$ cat src/rtl/pwm_ch_sched_if.sv
// Command bus between the UART packet decoder and the PWM channel scheduler.
interface pwm_ch_sched_if;
   logic        cfg_valid;
   logic [7:0]  cfg_ch;
   logic [7:0]  cfg_cmd;
   logic [7:0]  cfg_duty;
   logic [16:0] cfg_dessert;
   logic [7:0]  cfg_pnum;
   logic [31:0] cfg_pat;
   logic        cfg_ready;
   logic        cfg_ack;
   logic [1:0]  cfg_err;

   modport master (
      output cfg_valid, cfg_ch, cfg_cmd, cfg_duty, cfg_dessert, cfg_pnum, cfg_pat,
      input  cfg_ready, cfg_ack, cfg_err
   );

   modport slave (
      input  cfg_valid, cfg_ch, cfg_cmd, cfg_duty, cfg_dessert, cfg_pnum, cfg_pat,
      output cfg_ready, cfg_ack, cfg_err
   );
endinterface

$ cat src/rtl/pwm_ch_sched.sv
// Per-command scheduler for a bank of pattern_pwm channels. A channel is always
// disabled and allowed to go idle before its shadow configuration is rewritten.
module pwm_ch_sched #(
   parameter int CH_NUM       = 8,
   parameter int _PAT_WIDTH   = 16,
   parameter int WAIT_TIMEOUT = 65535
) (
   input  logic                         sys_clk,
   input  logic                         sys_rst,
   pwm_ch_sched_if.slave                cfg,
   input  logic [CH_NUM-1:0]            ch_busy,
   input  logic [CH_NUM-1:0]            ch_valid,
   output logic [CH_NUM-1:0]            ch_en,
   output logic [8*CH_NUM-1:0]          ch_duty,
   output logic [16*CH_NUM-1:0]         ch_dessert,
   output logic [8*CH_NUM-1:0]          ch_pnum,
   output logic [_PAT_WIDTH*CH_NUM-1:0] ch_pat,
   output logic [CH_NUM-1:0]            ch_done
);
   localparam logic [7:0]  CMD_STOP   = 8'h00;
   localparam logic [7:0]  CMD_START  = 8'h01;
   localparam logic [7:0]  CMD_RESUME = 8'h02;
   localparam logic [1:0]  ERR_OK     = 2'd0;
   localparam logic [1:0]  ERR_CH     = 2'd1;
   localparam logic [1:0]  ERR_CMD    = 2'd2;
   localparam logic [1:0]  ERR_TMO    = 2'd3;
   localparam logic [15:0] TMO        = 16'(WAIT_TIMEOUT);

   typedef enum logic [2:0] {S_IDLE, S_DIS, S_WAIT, S_LOAD, S_ACK} state_t;

   state_t                  state_q, state_d;
   logic [1:0]              err_q, err_d;
   logic [15:0]             wait_q, wait_d;
   logic                    cap;
   logic                    busy_sel;
   logic                    bad_ch, bad_cmd;
   logic                    ready_q, ack_q;
   logic [1:0]              cfg_err_q;
   logic [7:0]              cap_ch_q, cap_cmd_q, cap_duty_q, cap_pnum_q;
   logic [15:0]             cap_des_q;
   logic [_PAT_WIDTH-1:0]   cap_pat_q;
   logic [31:0]             pat_unused;
   logic                    des_unused;

   // Bits beyond the channel register widths are deliberately dropped.
   assign pat_unused = cfg.cfg_pat >> _PAT_WIDTH;
   assign des_unused = cfg.cfg_dessert[16];

   assign bad_ch    = int'(cfg.cfg_ch) >= CH_NUM;
   assign bad_cmd   = cfg.cfg_cmd > CMD_RESUME;

   assign cfg.cfg_ready = ready_q;
   assign cfg.cfg_ack   = ack_q;
   assign cfg.cfg_err   = cfg_err_q;

   // Busy flag of the channel targeted by the command in flight.
   always_comb begin
      busy_sel = 1'b0;
      for (int c = 0; c < CH_NUM; c++)
         if (cap_ch_q == 8'(c)) busy_sel = ch_busy[c];
   end

   // Command FSM: next state, error code and busy-wait counter.
   always_comb begin
      state_d = state_q;
      err_d   = err_q;
      wait_d  = wait_q;
      cap     = 1'b0;
      case (state_q)
         S_IDLE: if (cfg.cfg_valid) begin
            cap   = 1'b1;
            err_d = ERR_OK;
            if (bad_ch) begin
               err_d   = ERR_CH;
               state_d = S_ACK;
            end else if (bad_cmd) begin
               err_d   = ERR_CMD;
               state_d = S_ACK;
            end else begin
               state_d = S_DIS;
            end
         end
         S_DIS: begin
            wait_d  = '0;
            state_d = S_WAIT;
         end
         S_WAIT: begin
            if (wait_q >= 16'd2 && !busy_sel) begin
               state_d = S_LOAD;
            end else if (wait_q == TMO) begin
               err_d   = ERR_TMO;   // load anyway, but report the stuck channel
               state_d = S_LOAD;
            end
            if (wait_q < TMO) wait_d = wait_q + 16'd1;
         end
         S_LOAD:  state_d = S_ACK;
         S_ACK:   state_d = S_IDLE;
         default: state_d = S_IDLE;
      endcase
   end

   // FSM state plus registered handshake outputs derived from the next state.
   always_ff @(posedge sys_clk or posedge sys_rst) begin
      if (sys_rst) begin
         state_q   <= S_IDLE;
         err_q     <= ERR_OK;
         wait_q    <= '0;
         ready_q   <= 1'b1;
         ack_q     <= 1'b0;
         cfg_err_q <= ERR_OK;
      end else begin
         state_q   <= state_d;
         err_q     <= err_d;
         wait_q    <= wait_d;
         ready_q   <= (state_d == S_IDLE);
         ack_q     <= (state_d == S_ACK);
         cfg_err_q <= (state_d == S_ACK) ? err_d : ERR_OK;
      end
   end

   // Latch the whole command when it is accepted in IDLE.
   always_ff @(posedge sys_clk or posedge sys_rst) begin
      if (sys_rst) begin
         cap_ch_q   <= '0;
         cap_cmd_q  <= '0;
         cap_duty_q <= '0;
         cap_des_q  <= '0;
         cap_pnum_q <= '0;
         cap_pat_q  <= '0;
      end else if (cap) begin
         cap_ch_q   <= cfg.cfg_ch;
         cap_cmd_q  <= cfg.cfg_cmd;
         cap_duty_q <= cfg.cfg_duty;
         cap_des_q  <= cfg.cfg_dessert[15:0];
         cap_pnum_q <= cfg.cfg_pnum;
         cap_pat_q  <= cfg.cfg_pat[_PAT_WIDTH-1:0];
      end
   end

   for (genvar c = 0; c < CH_NUM; c++) begin : g_ch
      logic                  sel, load;
      logic                  en_q, done_q;
      logic [7:0]            duty_q, pnum_q;
      logic [15:0]           des_q;
      logic [_PAT_WIDTH-1:0] pat_q;

      assign sel  = (cap_ch_q == 8'(c));
      assign load = (state_q == S_LOAD) && sel;

      assign ch_en[c]                           = en_q;
      assign ch_done[c]                         = done_q;
      assign ch_duty[8*c +: 8]                  = duty_q;
      assign ch_dessert[16*c +: 16]             = des_q;
      assign ch_pnum[8*c +: 8]                  = pnum_q;
      assign ch_pat[_PAT_WIDTH*c +: _PAT_WIDTH] = pat_q;

      // Channel enable/done: DIS and LOAD of this channel override end-of-burst.
      always_ff @(posedge sys_clk or posedge sys_rst) begin
         if (sys_rst) begin
            en_q   <= 1'b0;
            done_q <= 1'b0;
            duty_q <= '0;
            des_q  <= '0;
            pnum_q <= '0;
            pat_q  <= '0;
         end else begin
            if (state_q == S_DIS && sel) begin
               en_q <= 1'b0;
            end else if (load && cap_cmd_q != CMD_STOP) begin
               en_q   <= 1'b1;
               done_q <= 1'b0;
            end else if (ch_valid[c] && en_q) begin
               en_q   <= 1'b0;
               done_q <= 1'b1;
            end
            if (load && cap_cmd_q == CMD_START) begin
               duty_q <= cap_duty_q;
               des_q  <= cap_des_q;
               pnum_q <= cap_pnum_q;
               pat_q  <= cap_pat_q;
            end
         end
      end
   end
endmodule

$ cat src/flat_wrapper.sv
// flat-port wrapper written by rule: the top's interface ports become plain ports
module pwm_ch_sched_flat 
#(
   parameter int CH_NUM       = 8,
   parameter int _PAT_WIDTH   = 16,
   parameter int WAIT_TIMEOUT = 65535
)
  (sys_clk, sys_rst, ch_busy, ch_valid, ch_en, ch_duty, ch_dessert, ch_pnum, ch_pat, ch_done, cfg_cfg_valid, cfg_cfg_ch, cfg_cfg_cmd, cfg_cfg_duty, cfg_cfg_dessert, cfg_cfg_pnum, cfg_cfg_pat, cfg_cfg_ready, cfg_cfg_ack, cfg_cfg_err);
  pwm_ch_sched_if cfg_i ();
  input  logic sys_clk;
  input  logic sys_rst;
  input  logic [CH_NUM-1:0] ch_busy;
  input  logic [CH_NUM-1:0] ch_valid;
  output logic [CH_NUM-1:0] ch_en;
  output logic [8*CH_NUM-1:0] ch_duty;
  output logic [16*CH_NUM-1:0] ch_dessert;
  output logic [8*CH_NUM-1:0] ch_pnum;
  output logic [_PAT_WIDTH*CH_NUM-1:0] ch_pat;
  output logic [CH_NUM-1:0] ch_done;
  input wire logic [$bits(cfg_i.cfg_valid)-1:0] cfg_cfg_valid;
  input wire logic [$bits(cfg_i.cfg_ch)-1:0] cfg_cfg_ch;
  input wire logic [$bits(cfg_i.cfg_cmd)-1:0] cfg_cfg_cmd;
  input wire logic [$bits(cfg_i.cfg_duty)-1:0] cfg_cfg_duty;
  input wire logic [$bits(cfg_i.cfg_dessert)-1:0] cfg_cfg_dessert;
  input wire logic [$bits(cfg_i.cfg_pnum)-1:0] cfg_cfg_pnum;
  input wire logic [$bits(cfg_i.cfg_pat)-1:0] cfg_cfg_pat;
  output wire logic [$bits(cfg_i.cfg_ready)-1:0] cfg_cfg_ready;
  output wire logic [$bits(cfg_i.cfg_ack)-1:0] cfg_cfg_ack;
  output wire logic [$bits(cfg_i.cfg_err)-1:0] cfg_cfg_err;
  assign cfg_i.cfg_valid = cfg_cfg_valid;
  assign cfg_i.cfg_ch = cfg_cfg_ch;
  assign cfg_i.cfg_cmd = cfg_cfg_cmd;
  assign cfg_i.cfg_duty = cfg_cfg_duty;
  assign cfg_i.cfg_dessert = cfg_cfg_dessert;
  assign cfg_i.cfg_pnum = cfg_cfg_pnum;
  assign cfg_i.cfg_pat = cfg_cfg_pat;
  assign cfg_cfg_ready = cfg_i.cfg_ready;
  assign cfg_cfg_ack = cfg_i.cfg_ack;
  assign cfg_cfg_err = cfg_i.cfg_err;
  pwm_ch_sched #(.CH_NUM(CH_NUM), ._PAT_WIDTH(_PAT_WIDTH), .WAIT_TIMEOUT(WAIT_TIMEOUT)) u_core (.sys_clk(sys_clk), .sys_rst(sys_rst), .cfg(cfg_i), .ch_busy(ch_busy), .ch_valid(ch_valid), .ch_en(ch_en), .ch_duty(ch_duty), .ch_dessert(ch_dessert), .ch_pnum(ch_pnum), .ch_pat(ch_pat), .ch_done(ch_done));
endmodule
$ cat config.mk
export PLATFORM = sky130hd
export DESIGN_NAME = pwm_ch_sched_flat
export DESIGN_NICKNAME = d
export VERILOG_FILES = /design/src/rtl/pwm_ch_sched_if.sv /design/src/rtl/pwm_ch_sched.sv /design/src/flat_wrapper.sv
export SDC_FILE = /design/constraint.sdc
export NUM_CORES = 1
export LEC_CHECK = 0
export ABC_AREA = 1
export BUFFER_PORTS_ARGS = -buffer_cell sky130_fd_sc_hd__buf_2
export CORE_ASPECT_RATIO = 1.2
export CORE_MARGIN = 3
export CORE_UTILIZATION = 50
export DETAILED_ROUTE_END_ITERATION = 8
export PLACE_DENSITY = 0.76
export SKIP_LAST_GASP = 1
export SYNTH_ARGS = -nofsm -noshare
export SYNTH_HDL_FRONTEND = slang
export SYNTH_SLANG_ARGS = --single-unit
$ cat constraint.sdc
create_clock -name sys_clk -period 25.3 [get_ports sys_clk]
set_input_delay 7.59 -clock sys_clk [delete_from_list [all_inputs] [get_ports sys_clk]]
set_output_delay 7.59 -clock sys_clk [all_outputs]
set_load 0.05 [all_outputs]
# After elaboration in Yosys (flattened, before gate mapping)
# Index checks and enable logic that the tools add are counted.
# W data, S select, Z words.
dict set report totals {
  ff_bits 489
  output_inout_bits 404
}
dict set report op_classes {
  n_addsub 1
  order_cmp 4
  n_eq_ne 14
  n_mux 65
  bitwise 8
  reduce_logical 72
}
# operator n
set ops {}
lappend ops {{$mux W1} 50}
lappend ops {{$logic_and A1 B1 Y1} 41}
lappend ops {{$eq A8 B3 Y1 const B} 4}
lappend ops {{$pmux W16 S2} 1}
lappend ops {{$reduce_bool A3 Y1} 8}
lappend ops {{$reduce_and A2 Y1} 9}
lappend ops {{$reduce_bool A2 Y1} 9}
lappend ops {{$add A16 B1 Y16 const B} 1}
lappend ops {{$eq A16 B16 Y1 const B} 1}
lappend ops {{$eq A8 B1 Y1 const B} 2}
lappend ops {{$eq A8 B2 Y1 const B} 2}
lappend ops {{$ge A16 B2 Y1 const B} 1}
lappend ops {{$lt A16 B16 Y1 const B} 1}
lappend ops {{$mux W16} 1}
lappend ops {{$mux W3} 5}
lappend ops {{$mux W2} 6}
lappend ops {{$pmux W3 S4} 1}
lappend ops {{$ge A8 B4 Y1 const B} 1}
lappend ops {{$gt A8 B2 Y1 const B} 1}
lappend ops {{$logic_not A8 Y1} 1}
lappend ops {{$not A1 Y1} 8}
lappend ops {{$reduce_bool A8 Y1} 1}
lappend ops {{$eq A3 B2 Y1 const B} 2}
lappend ops {{$logic_not A3 Y1} 2}
lappend ops {{other kinds (5)} 5}

# Longest topological paths before layout
# Gate-level depths: netlist of the first run.
dict set report logic_depth {
  ltp_word 15
  ltp_mapped 14
  mapped_depth_nobuf 14
}

# Least setup slack after synthesis of the first run
# OpenSTA, ideal clock, no wires.
dict set report synth_path {
  path_kind {input to register}
  startpoint {input cfg_cfg_valid}
  endpoint {register u_core.cap_des_q[14]}
  arrival_ps 8425
  required_time_ps 25217
  path_slack_ps 16792
  stages 6
  cell_sequence {inv_1 nor2_1 clkbuf_1 buf_1 nand2_1 o21ai_0}
}
dict set report synth_between {
  elab_chain_len 2
}
# element line
set synth_rtl {}
lappend synth_rtl {{from (decl)} flat_wrapper.sv:20} ;# input wire logic [$bits(cfg_i.cfg_valid)-1:0] cfg_cfg_valid;
lappend synth_rtl {{$mux W1} pwm_ch_sched.sv:70} ;# S_IDLE: if (cfg.cfg_valid) begin
lappend synth_rtl {{$mux W1} pwm_ch_sched.sv:69} ;# case (state_q)
lappend synth_rtl {{to (signal assigned)} pwm_ch_sched.sv:134} ;# cap_des_q <= cfg.cfg_dessert[15:0];
lappend synth_rtl {{to (decl)} pwm_ch_sched.sv:40} ;# logic [15:0] cap_des_q;
# Every way passes these cells.
# A chain may end at the register's enable or synchronous reset.

==> metrics.md, run 1 <==
| Metric | Value |
|---|---|
| Status | complete, no violations |
| Synth Register Bits | 489 |
| Vias per std cell | 5.37 |
| Cell taking the most area after synthesis | dfrtp_1 |
| Die Height | between 200 and 250 µm |
| GRT Total Usage | 0.266 |
| RePlAce Congestion | 0.901 |
| Post-synthesis adder-cell area fraction | 0.00136 |
| First-pass GRT wire length | between 80 and 90 mm |
| Pleak | 0.0120 µW |
| Clock root cell | clkbuf_16 |
| Max Freq | 0.102 GHz |
| Antenna violations before repair | 1 |
| Share of layout cells above drive strength 1 | 0.257 |
| Top cells by area, synth | dfrtp_1 66%, o21ai_0 11%, nand2_1 11%, inv_1 2.1%, o21ai_1 1.4% |
| Nets@finish | approximately 2400 |
| Antenna Cells | 0 |
| Die ar. | 0.0392 mm² |
| Synth top area share | 0.663 |
| H-tree depth | 2 |
| Most common cell in the netlist | nand2_1 |
| GRT overflow | 0 |
| Fin Setup TNS | 0 ps |
| WP data arrival | 10300 ps |
| Total clock buffers created by CTS | 47 |
| # resized after CTS | 0 |
| Post-Route WL | 53.0 mm |
| DRT antenna net count | 0 |
| Critical Path RT | 25840 ps |
| Max Slew Vio Count | 0 |
| Met2 GRT Util | 0.439 |
| Worst-Margin Slew | 1110 ps |
| Syn Nets | 1945 |
| Post-synth EDFFs | 0 |
| Post-Syn Instances | 1843 |
| Pwr per Cell Area | 72.2 mW/mm² |
| DR iter-0 viols | ~1000 |
| Worst-path maximum fanout | 153 |
| Clock latency on the worst-skew pair | 550 ps |
| Post-synthesis simple-gate area fraction | 0.138 |
| DP Worst Slack | 14850 ps |
| GR Util met1 | 0.340 |
| Chip width | about 180 µm |
| CTS clk-pin slew, worst paths | 60 ps |
| Max_slew headroom | 0.255 |
| Syn avg cell area | 9.99 µm² |
| Largest family of logic cells by synthesized area | simple AND/OR/NAND/NOR gates |
| RSZ-0062 raised after global routing | false |
| HP Class | reg2reg |
| Synth Area in Compound Gates | 0.136 |
| Clock sink count | 489 |
| Setup-failing EPs final | 0 |
| Starting Density | 0.509 |
| Core ar. | 0.0361 mm² |
| Count of cell types in the netlist | 38 |
| Yosys warning count | 0 |
| Sequential area share after synthesis | 0.665 |
| Top Usage Layer GRT | met2 |
| Post-synthesis instance area | 0.0184 mm² |
| M3 GR Usage | 0.0515 |
| Crit. End Element | asynchronous set/reset pin |
| Setup WS post-layout | 15540 ps |
| Crit Path Class | in2async |
| CTS tree | yes |
| Via count | 14949 |
| Row cnt | 76 |
| Most frequent cells after synthesis | 533 x nand2_1, 488 x dfrtp_1, 409 x o21ai_0 |
| DRC errors left | 0 |
| Critical Path Source Type | input pin |
| XOR/XNOR share of the synthesized area | 0.00285 |
| Hold Violations, Final | 0 |
| Post-layout util | 0.627 |
| Port Buffers | 486 |
| Worst vdd ir | 52.7 µV |
| Ys flop type | dfrtp_1 |
| Longest Clk Path Bufs | 3 |
| Worst Skew | 18.8 ps |
| Mux contribution to synthesized area | 0 |
| Routed len/inst | 19.1 µm |
| Min Tclk post-route | between 9000 and 10000 ps |
| Number of global-route vias before repair | between 10000 and 15000 |
| Final period utilization | 0.386 |
| Asr flop ratio synth | 1.00 |
| IO Count | 504 |
| Area Growth Syn to Fin | 23.1% |
| Drt pass-1 iters | 5 |
| HPWL after DPL | approximately 35 mm |
| Hold-fix buffers, CTS | 0 |
| Postcts setup bufs | 0 |
| Largest net degree at the start of global routing | 189 |
| Max Cap Viol | 0 |
==> logic make-up after synthesis <==
group / after synthesis
xor gates and xnor gates: 6
buffers and inverters: 218
and+or+nand+nor: 637
adders and majority gates: 2
DFF: 489
AOI/OAI and AO/OA: 491
==> routing by layer <==
layer / up-vias / routed length, µm
li1: 6858 / -
met2: 684 / 25800
met3: 128 / 3950
met4: 2 / 2620
met1: 7277 / 20600
met5: - / 13
==> registers in the layout (all words and copies together), names as in the netlist <==
name / cells
u_core.g_ch.en_q: 8
u_core.cap_pnum_q: 8
u_core.cap_ch_q: 8
u_core.cap_des_q: 16
u_core.state_q: 3
u_core.cap_pat_q: 16
u_core.g_ch.done_q: 8
u_core.cap_duty_q: 8
u_core.g_ch.pnum_q: 64
u_core.err_q: 2
u_core.cfg.cfg_err: 2
u_core.wait_q: 16
u_core.g_ch.duty_q: 64
u_core.g_ch.des_q: 128
u_core.g_ch.pat_q: 128
u_core.cfg.cfg_ack: 1
u_core.cap_cmd_q: 8
u_core.cfg.cfg_ready: 1
==> per-stage QoR <==
stage	instance area (µm²)	std cells	power, µW	hold slack (ps)
5_1_grt	22700	2783	1690	497
4_1_cts	22700	2783	1650	483
3_5_place_dp	21000	2696	902	468
6_report	22700	2783	1640	481
2_1_floorplan	18400	1843	868	434
3_3_place_gp	21000	2696	899	454
==> cells in the final DEF (no fill, tap or decap), types with 2 or more instances in the layout <==
cell,n
nand4_1,6
a21oi_1,10
nor2_2,2
buf_4,11
a31o_2,2
nand3_4,5
a31oi_1,5
nor3_1,12
nor4_1,4
clkbuf_16,49
o21ai_1,52
nand3_1,19
nor2_4,2
o21a_1,2
o21ai_0,409
nand2_1,531
buf_2,486
bufinv_16,5
dfrtp_1,488
clkbuf_1,10
xor2_1,6
o22ai_1,4
o31ai_1,4
nor2_1,45
clkinvlp_4,2
ha_1,2
nand2_4,2
inv_1,104
clkinv_2,3
clkbuf_8,17
==> path summary, 6_finish.rpt <==
check                                              start                  endpoint  slack [ps]  cells after the start
worst max-delay path                             sys_rst  u_core.g_ch[2].duty_q[2]       15540                      4
worst min-delay path            u_core.g_ch[4].pat_q[12]  u_core.g_ch[4].pat_q[12]         480                      2
worst max register to register         u_core.state_q[2]   u_core.g_ch[3].des_q[8]       22180                      6
worst min register to register  u_core.g_ch[4].pat_q[12]  u_core.g_ch[4].pat_q[12]         480                      2
max in group sys_clk                       cfg_cfg_valid     u_core.cfg.cfg_err[0]       15830                      7
min in group asynchronous                        sys_rst  u_core.g_ch[2].pat_q[10]        7300                      2
==> final cells by class <==
cell class / instances / area, µm²
clock inverters: 11 / 189
well taps: 468 / 586
multi-input cells: 1136 / 5210
flip-flops and latches: 489 / 12200
inverters: 105 / 402
clock buffers: 76 / 1500
repair buffers: 498 / 2530
fillers: 2914 / 13500
==> critical path, cell delays in order <==
cell and delay [ps]:
buf_2 130, inv_8 690, buf_4 830, buf_4 880
==> where the power goes <==
group	internal, µW	switching (µW)
Clock	456	293
Combinational	15.0	68.7
Sequential	797	6.07
(Power assumes the default switching activity.)
==> run 2: changes to the inputs <==
==> constraint.sdc (replaced) <==
create_clock -name sys_clk -period 9.14 [get_ports sys_clk]
set_input_delay 2.742 -clock sys_clk [delete_from_list [all_inputs] [get_ports sys_clk]]
set_output_delay 2.742 -clock sys_clk [all_outputs]
set_load 0.05 [all_outputs]
==> run 2 against run 1 <==
  * Cell area decreased by 0.86%
  * Flip-flop and latch count did not move
  * Global-route usage decreased by 0.15 points
==> metrics.md, run 2 (same netlist as run 1, synthesis figures left out) <==
| Metric | Value |
|---|---|
| RSZ-0062 raised after global routing | false |
| Max Freq | 0.235 GHz |
| Max Cap Viol | 0 (unchanged) |
| Drt pass-1 iters | 5 (unchanged) |
| Crit Path Class | in2reg |
| Hold Violations, Final | 0 (unchanged) |
| Fraction of power spent switching nets | 0.231 (+0.00630) |
| DP Worst Slack | 4300 ps (-10550 ps) |
| Chip width | 181 µm (unchanged) |
| Longest Clk Path Bufs | 3 (unchanged) |
| Net switching power | 1010 µW (+170%) |
| Vias per std cell | 5.41 (+0.67%) |
| Setup WS post-layout | 4880 ps (-10650 ps) |
| Seq pwr share | 0.511 (+0.020) |
| Regs by FF count | u_core.g_ch.des_q: 128 flops, u_core.g_ch.pat_q: 128 flops |
| Antenna violations before repair | 3 (+2) |
| DRT antenna net count | 0 (unchanged) |
| Worst vdd ir | 165 µV (+210%) |
| Postcts setup bufs | 0 (unchanged) |
| Pleak | 0.0119 µW (-0.82%) |
| Total clock buffers created by CTS | 47 (unchanged) |
| Via count | 14995 (+0.31%) |
| Die ar. | 0.0392 mm² (unchanged) |
| Pwr per Cell Area | 194 mW/mm² (+170%) |
| WHS Path Cells | 2 (unchanged) |
| # resized after CTS | 0 (unchanged) |
| Row cnt | 76 (unchanged) |
| Crit. End Element | flop |
| Die Height | 216 µm (unchanged) |
| GRT Total Usage | 0.264 (-0.00150) |
| Max_slew headroom | 0.247 (-0.00858) |
| R2R depth | 5 (-1) |
| Hold path start | u_core.cap_ch_q[6] |
| Final period utilization | 0.466 |
| Routed len/inst | 19.0 µm (about the same) |
| Clock power frac | 0.436 (-0.022) |
| Min Tclk post-route | 4260 ps |
| Number of global-route vias before repair | 14485 (-2.3%) |
| Fin Setup TNS | 0 ps (unchanged) |
| Max Slew Vio Count | 0 (unchanged) |
| Hold_ws | 476 ps (-4.65 ps) |
| Crit Reg-Reg Startpoint | u_core.state_q[2] |
| Area Growth Syn to Fin | 22.0% |
| WHS Endpoint | u_core.cap_ch_q[6] |
| Commonest non-fill, non-tap cell in the layout | nand2_1 |
| Worst-path maximum fanout | 34 (-78%) |
| Worst-Margin Slew | 1120 ps (+5.19 ps) |
| H-tree depth | 2 (unchanged) |
| Critical Path RT | 9610 ps (-16230 ps) |
| CTS clk-pin slew, worst paths | 60 ps (about the same) |
| Clock latency on the worst-skew pair | 560 ps (about the same) |
| HPWL after DPL | 35.3 mm (-0.24%) |
| WP data arrival | 4730 ps (-5570 ps) |
| Post-layout util | 0.622 (-0.00537) |
| Critical Path Source Type | input pin |
| Starting Density | 0.509 (unchanged) |
| Share of layout cells above drive strength 1 | 0.254 (-0.00355) |
| DRC errors left | 0 (unchanged) |
| Internal power | 3350 µW (+160%) |
| RePlAce Congestion | 0.900 (-0.17%) |
| DR iter-0 viols | 1362 (+30%) |
| Comb pwr share | 0.054 (+0.003) |
| Hold-fix buffers, CTS | 0 (unchanged) |
| Worst Skew | 16.3 ps (-2.42 ps) |
| CTS tree | yes |
| Setup-failing EPs final | 0 (unchanged) |
| IO Count | 504 (unchanged) |
| First-pass GRT wire length | 82.4 mm (-0.61%) |
| Status | complete, no violations |
| Nets@finish | 2379 (unchanged) |
| GRT overflow | 0 (unchanged) |
| Clock sink count | 489 (unchanged) |
| Clock root cell | clkbuf_16 |
| Core ar. | 0.0361 mm² (unchanged) |
| Most frequent cells in the layout | 531 x nand2_1, 488 x dfrtp_1, 486 x buf_2, 409 x o21ai_0, 104 x inv_1 |
| Setup slack, reg-to-reg | 6060 ps (-16120 ps) |
| Crit path from | cfg_cfg_valid |
| Port Buffers | 486 (unchanged) |
| HP Class | reg2reg |
| R2r endpoint | u_core.g_ch[3].des_q[12] |
| Largest net degree at the start of global routing | 185 (-2.1%) |
| Post-Route WL | 52.8 mm (-0.39%) |
run 2: cell count changes in the layout (fill, tap and decap cells not counted), sizes merged:
cell,delta
clkbuf,-10
inv,+3
bufinv,-2
clkinv,-1
clkinvlp,-1
diode,+1
run 2: cell type report:
cell class	count	area, µm²
clock inverters	10	144
flip-flops and latches	489	12200
well taps	468	586
inverters	105	398
repair buffers	498	2550
diodes	1	2.50
multi-input cells	1136	5210
clock buffers	66	1340
fillers	2992	13700
run 2: through the flow:
step / std cells / total power (µW) / instance area [µm²]
floorplan: 1843 / 2400 / 18400
global placement: 2696 / 2490 / 21000
detailed placement: 2696 / 2500 / 21000
CTS: 2772 / 4390 / 22500
global route: 2773 / 4510 / 22500
finish: 2773 / 4350 / 22500
run 2: worst max path at each step:
stage,slack [ps],cells after the start,to
after floorplan,-230,1,u_core.cap_ch_q[0]
after global placement,4340,7,u_core.cfg.cfg_err[0]
after detailed placement,4300,4,u_core.g_ch[5].pat_q[4]
after CTS,4900,4,u_core.g_ch[5].des_q[15]
after global routing,4640,7,u_core.cfg.cfg_err[0]
final,4880,7,u_core.cfg.cfg_err[0]
run 2: per-layer routing:
layer,track usage,vias up,routed length [µm]
met3,0.0509,142,4000
met1,0.339,7332,20500
met5,0,-,0
met4,0.121,0,2720
li1,-,6860,-
met2,0.438,661,25600
run 2: power by group through the flow:
stage               clock network, µW  registers (µW)  logic, µW
floorplan                           0            2260        139
global placement                    0            2260        228
detailed placement                  0            2260        234
CTS                              1930            2220        236
global route                     2020            2230        262
finish                           1900            2220        233
run 2: worst max-delay path, stage by stage:
cell     delay [ps]
buf_2           120
inv_1            70
nor2_4          630
inv_1           490
o21ai_0         400
inv_1           110
a21oi_1         160
==> run 3: changes to the inputs <==
==> constraint.sdc (replaced) <==
create_clock -name sys_clk -period 4.1 [get_ports sys_clk]
set_input_delay 1.23 -clock sys_clk [delete_from_list [all_inputs] [get_ports sys_clk]]
set_output_delay 1.23 -clock sys_clk [all_outputs]
set_load 0.05 [all_outputs]
==> run 3 against run 2 <==
  * Sequential share of layout area decreased by 0.90 points
  * First-iteration DRC count decreased by 22%
  * Non-clock buffer count increased by 14
  * Wire length increased by 2.7%
  * Count of clock-buffer cells in the layout increased by 3
  * Global-route usage increased by 0.79 points
  * Cell area increased by 1.7%
  * Critical path depth decreased by 1
  * Clock skew decreased by 0.84 ps
  * Critical path type is now reg2reg
  * Register-to-register slack got worse by 5200 ps
  * Clock power increased by 140%
==> metrics.md, run 3 (same netlist as run 1, synthesis figures left out) <==
| Metric | Value |
|---|---|
| Hold Violations, Final | 0 (unchanged) |
| Worst Skew | 15.5 ps (-0.837 ps) |
| Max Freq | around 0.31 GHz |
| Crit-path max cell delay | 890 ps (+260 ps) |
| Nets@finish | 2393 (+0.59%) |
| HP Class | reg2reg |
| Post-Route WL | 54.2 mm (+2.7%) |
| Setup WS post-layout | 890 ps (-3990 ps) |
| Clock latency on the worst-skew pair | 550 ps (about the same) |
| WP data arrival | 3620 ps (-1110 ps) |
| Worst-path maximum fanout | 49 (+44%) |
| Largest net degree at the start of global routing | 97 (-48%) |
| RSZ-0062 raised after global routing | false |
| Postcts setup bufs | 0 (unchanged) |
| Via count | 15214 (+1.5%) |
| Pleak | 0.0121 µW (+1.5%) |
| Clock sink count | 489 (unchanged) |
| Slowest cell on crit path | nand4_4 |
| Row cnt | 76 (unchanged) |
| Max Cap Viol | 0 (unchanged) |
| Crit Path Class | reg2reg |
| Number of global-route vias before repair | 15002 (+3.6%) |
| Port Buffers | 486 (unchanged) |
| HPWL after DPL | 36.4 mm (+3.2%) |
| CP top delay family | simple AND/OR/NAND/NOR gates |
| Drt pass-1 iters | 5 (unchanged) |
| Starting Density | 0.509 (unchanged) |
| Core ar. | 0.0361 mm² (unchanged) |
| GRT overflow | 0 (unchanged) |
| Clock root cell | clkbuf_16 |
| Regs by FF count | u_core.g_ch.des_q: 128 flops, u_core.g_ch.pat_q: 128 flops |
| DR iter-0 viols | 1069 (-22%) |
| CTS clk-pin slew, worst paths | 60 ps (about the same) |
| Crit path cell chain | or2_1, nor4_4, nand4_4, buf_12, nand2_1, o21ai_0 |
| Crit. End Element | flop |
| Share of layout cells above drive strength 1 | 0.261 (+0.00737) |
| First-pass GRT wire length | 85.0 mm (+3.3%) |
| Fillers | 2949 (-1.4%) |
| Antenna violations before repair | 4 (+1) |
| Die ar. | 0.0392 mm² (unchanged) |
| Overall Power | 10100 µW (+130%) |
| Pwr per Cell Area | 441 mW/mm² (+130%) |
| Setup-failing EPs final | 0 (unchanged) |
| # resized after CTS | 0 (unchanged) |
| Status | complete, no violations |
| DRT antenna net count | 0 (unchanged) |
| IO Count | 504 (unchanged) |
| CTS tree | yes |
| Total clock buffers created by CTS | 47 (unchanged) |
| Max Slew Vio Count | 0 (unchanged) |
| Final period utilization | 0.783 |
| GRT Total Usage | 0.272 (+0.00790) |
| RePlAce Congestion | 0.892 (-0.89%) |
| Vias per std cell | 5.44 (+0.52%) |
| Longest Clk Path Bufs | 3 (unchanged) |
| DRC errors left | 0 (unchanged) |
| Post-layout util | 0.632 (+0.0105) |
| Commonest non-fill, non-tap cell in the layout | nand2_1 |
| Critical Path Source Type | flop |
| Routed len/inst | 19.4 µm (+1.7%) |
| Worst vdd ir | 343 µV (+110%) |
| Max_slew headroom | 0.224 (-0.0223) |
| Most frequent cells in the layout | 531 x nand2_1, 488 x dfrtp_1, 486 x buf_2, 409 x o21ai_0, 104 x inv_1 |
| Chip width | 181 µm (unchanged) |
| Hold_ws | 478 ps (+1.68 ps) |
| Buf/Inv on CP | 1 (-3) |
| Min Tclk post-route | 3210 ps |
| Area Growth Syn to Fin | 24.1% |
| Hold-fix buffers, CTS | 0 (unchanged) |
| Die Height | 216 µm (unchanged) |
| DP Worst Slack | 896 ps (-3410 ps) |
| Worst-Margin Slew | 1150 ps (+33.2 ps) |
| H-tree depth | 2 (unchanged) |
| Critical Path RT | 4510 ps (-5100 ps) |
## run 3: cell types whose count changed in the layout (fill, tap and decap cells not counted), moves of 3 or more
| cell | change |
|---|---|
| buf_12 | +8 |
| buf_4 | +6 |
| bufinv_16 | +3 |
| clkinv_2 | +3 |
| clkinvlp_4 | +3 |
| diode_2 | +3 |
## run 3: layout make-up
class / count / area, µm² / area share
inverter: 105 / 398 / 0.0174
timing repair buffer: 512 / 2750 / 0.121
clock inverter: 16 / 245 / 0.0107
tap: 468 / 586 / 0.0256
multi-input combinational: 1136 / 5210 / 0.228
antenna: 4 / 10.0 / 0.000438
clock buffer: 69 / 1400 / 0.0613
sequential: 489 / 12200 / 0.536
## run 3: path summary, 6_finish.rpt
check,startpoint,endpoint,slack (ps),depth (start not counted)
max,u_core.cap_cmd_q[2],u_core.g_ch[2].pat_q[8],890,6
min,u_core.g_ch[3].des_q[12],u_core.g_ch[3].des_q[12],480,2
max reg2reg,u_core.cap_cmd_q[2],u_core.g_ch[2].pat_q[8],890,6
min reg2reg,u_core.g_ch[3].des_q[12],u_core.g_ch[3].des_q[12],480,2
max in group asynchronous,sys_rst,u_core.g_ch[2].duty_q[3],2300,4
min in group asynchronous,sys_rst,u_core.g_ch[3].des_q[13],820,2
## run 3: routing by layer
layer / up-vias / part of all wire / GRT usage / routed length (µm)
met4: 0 / 0.053 / 0.134 / 2900
li1: 6893 / - / - / -
met1: 7409 / 0.38 / 0.346 / 20600
met2: 761 / 0.48 / 0.448 / 26300
met5: - / 0 / 0 / 0
met3: 151 / 0.081 / 0.0549 / 4410
## run 3: tightest hold or removal path, delay by kind of cell (launching register included)
kind	cells	cell delay, ps
DFF	1	340
AOI/OAI and AO/OA	1	60
and+or+nand+nor	1	50
## run 3: through the flow
stage                     std cells  area, µm²  TNS (ps)
after floorplan                1843      18400  -1836690
after global placement         2710      21200         0
after detailed placement       2710      21200         0
after CTS                      2795      22800         0
after global routing           2798      22800         0
final                          2799      22800         0
## run 3: where the power goes
group          leakage [µW]  internal, µW  switching [µW]
clock              0.000801          2750            1820
combinational       0.00460           112             437
sequential          0.00669          4920            37.2
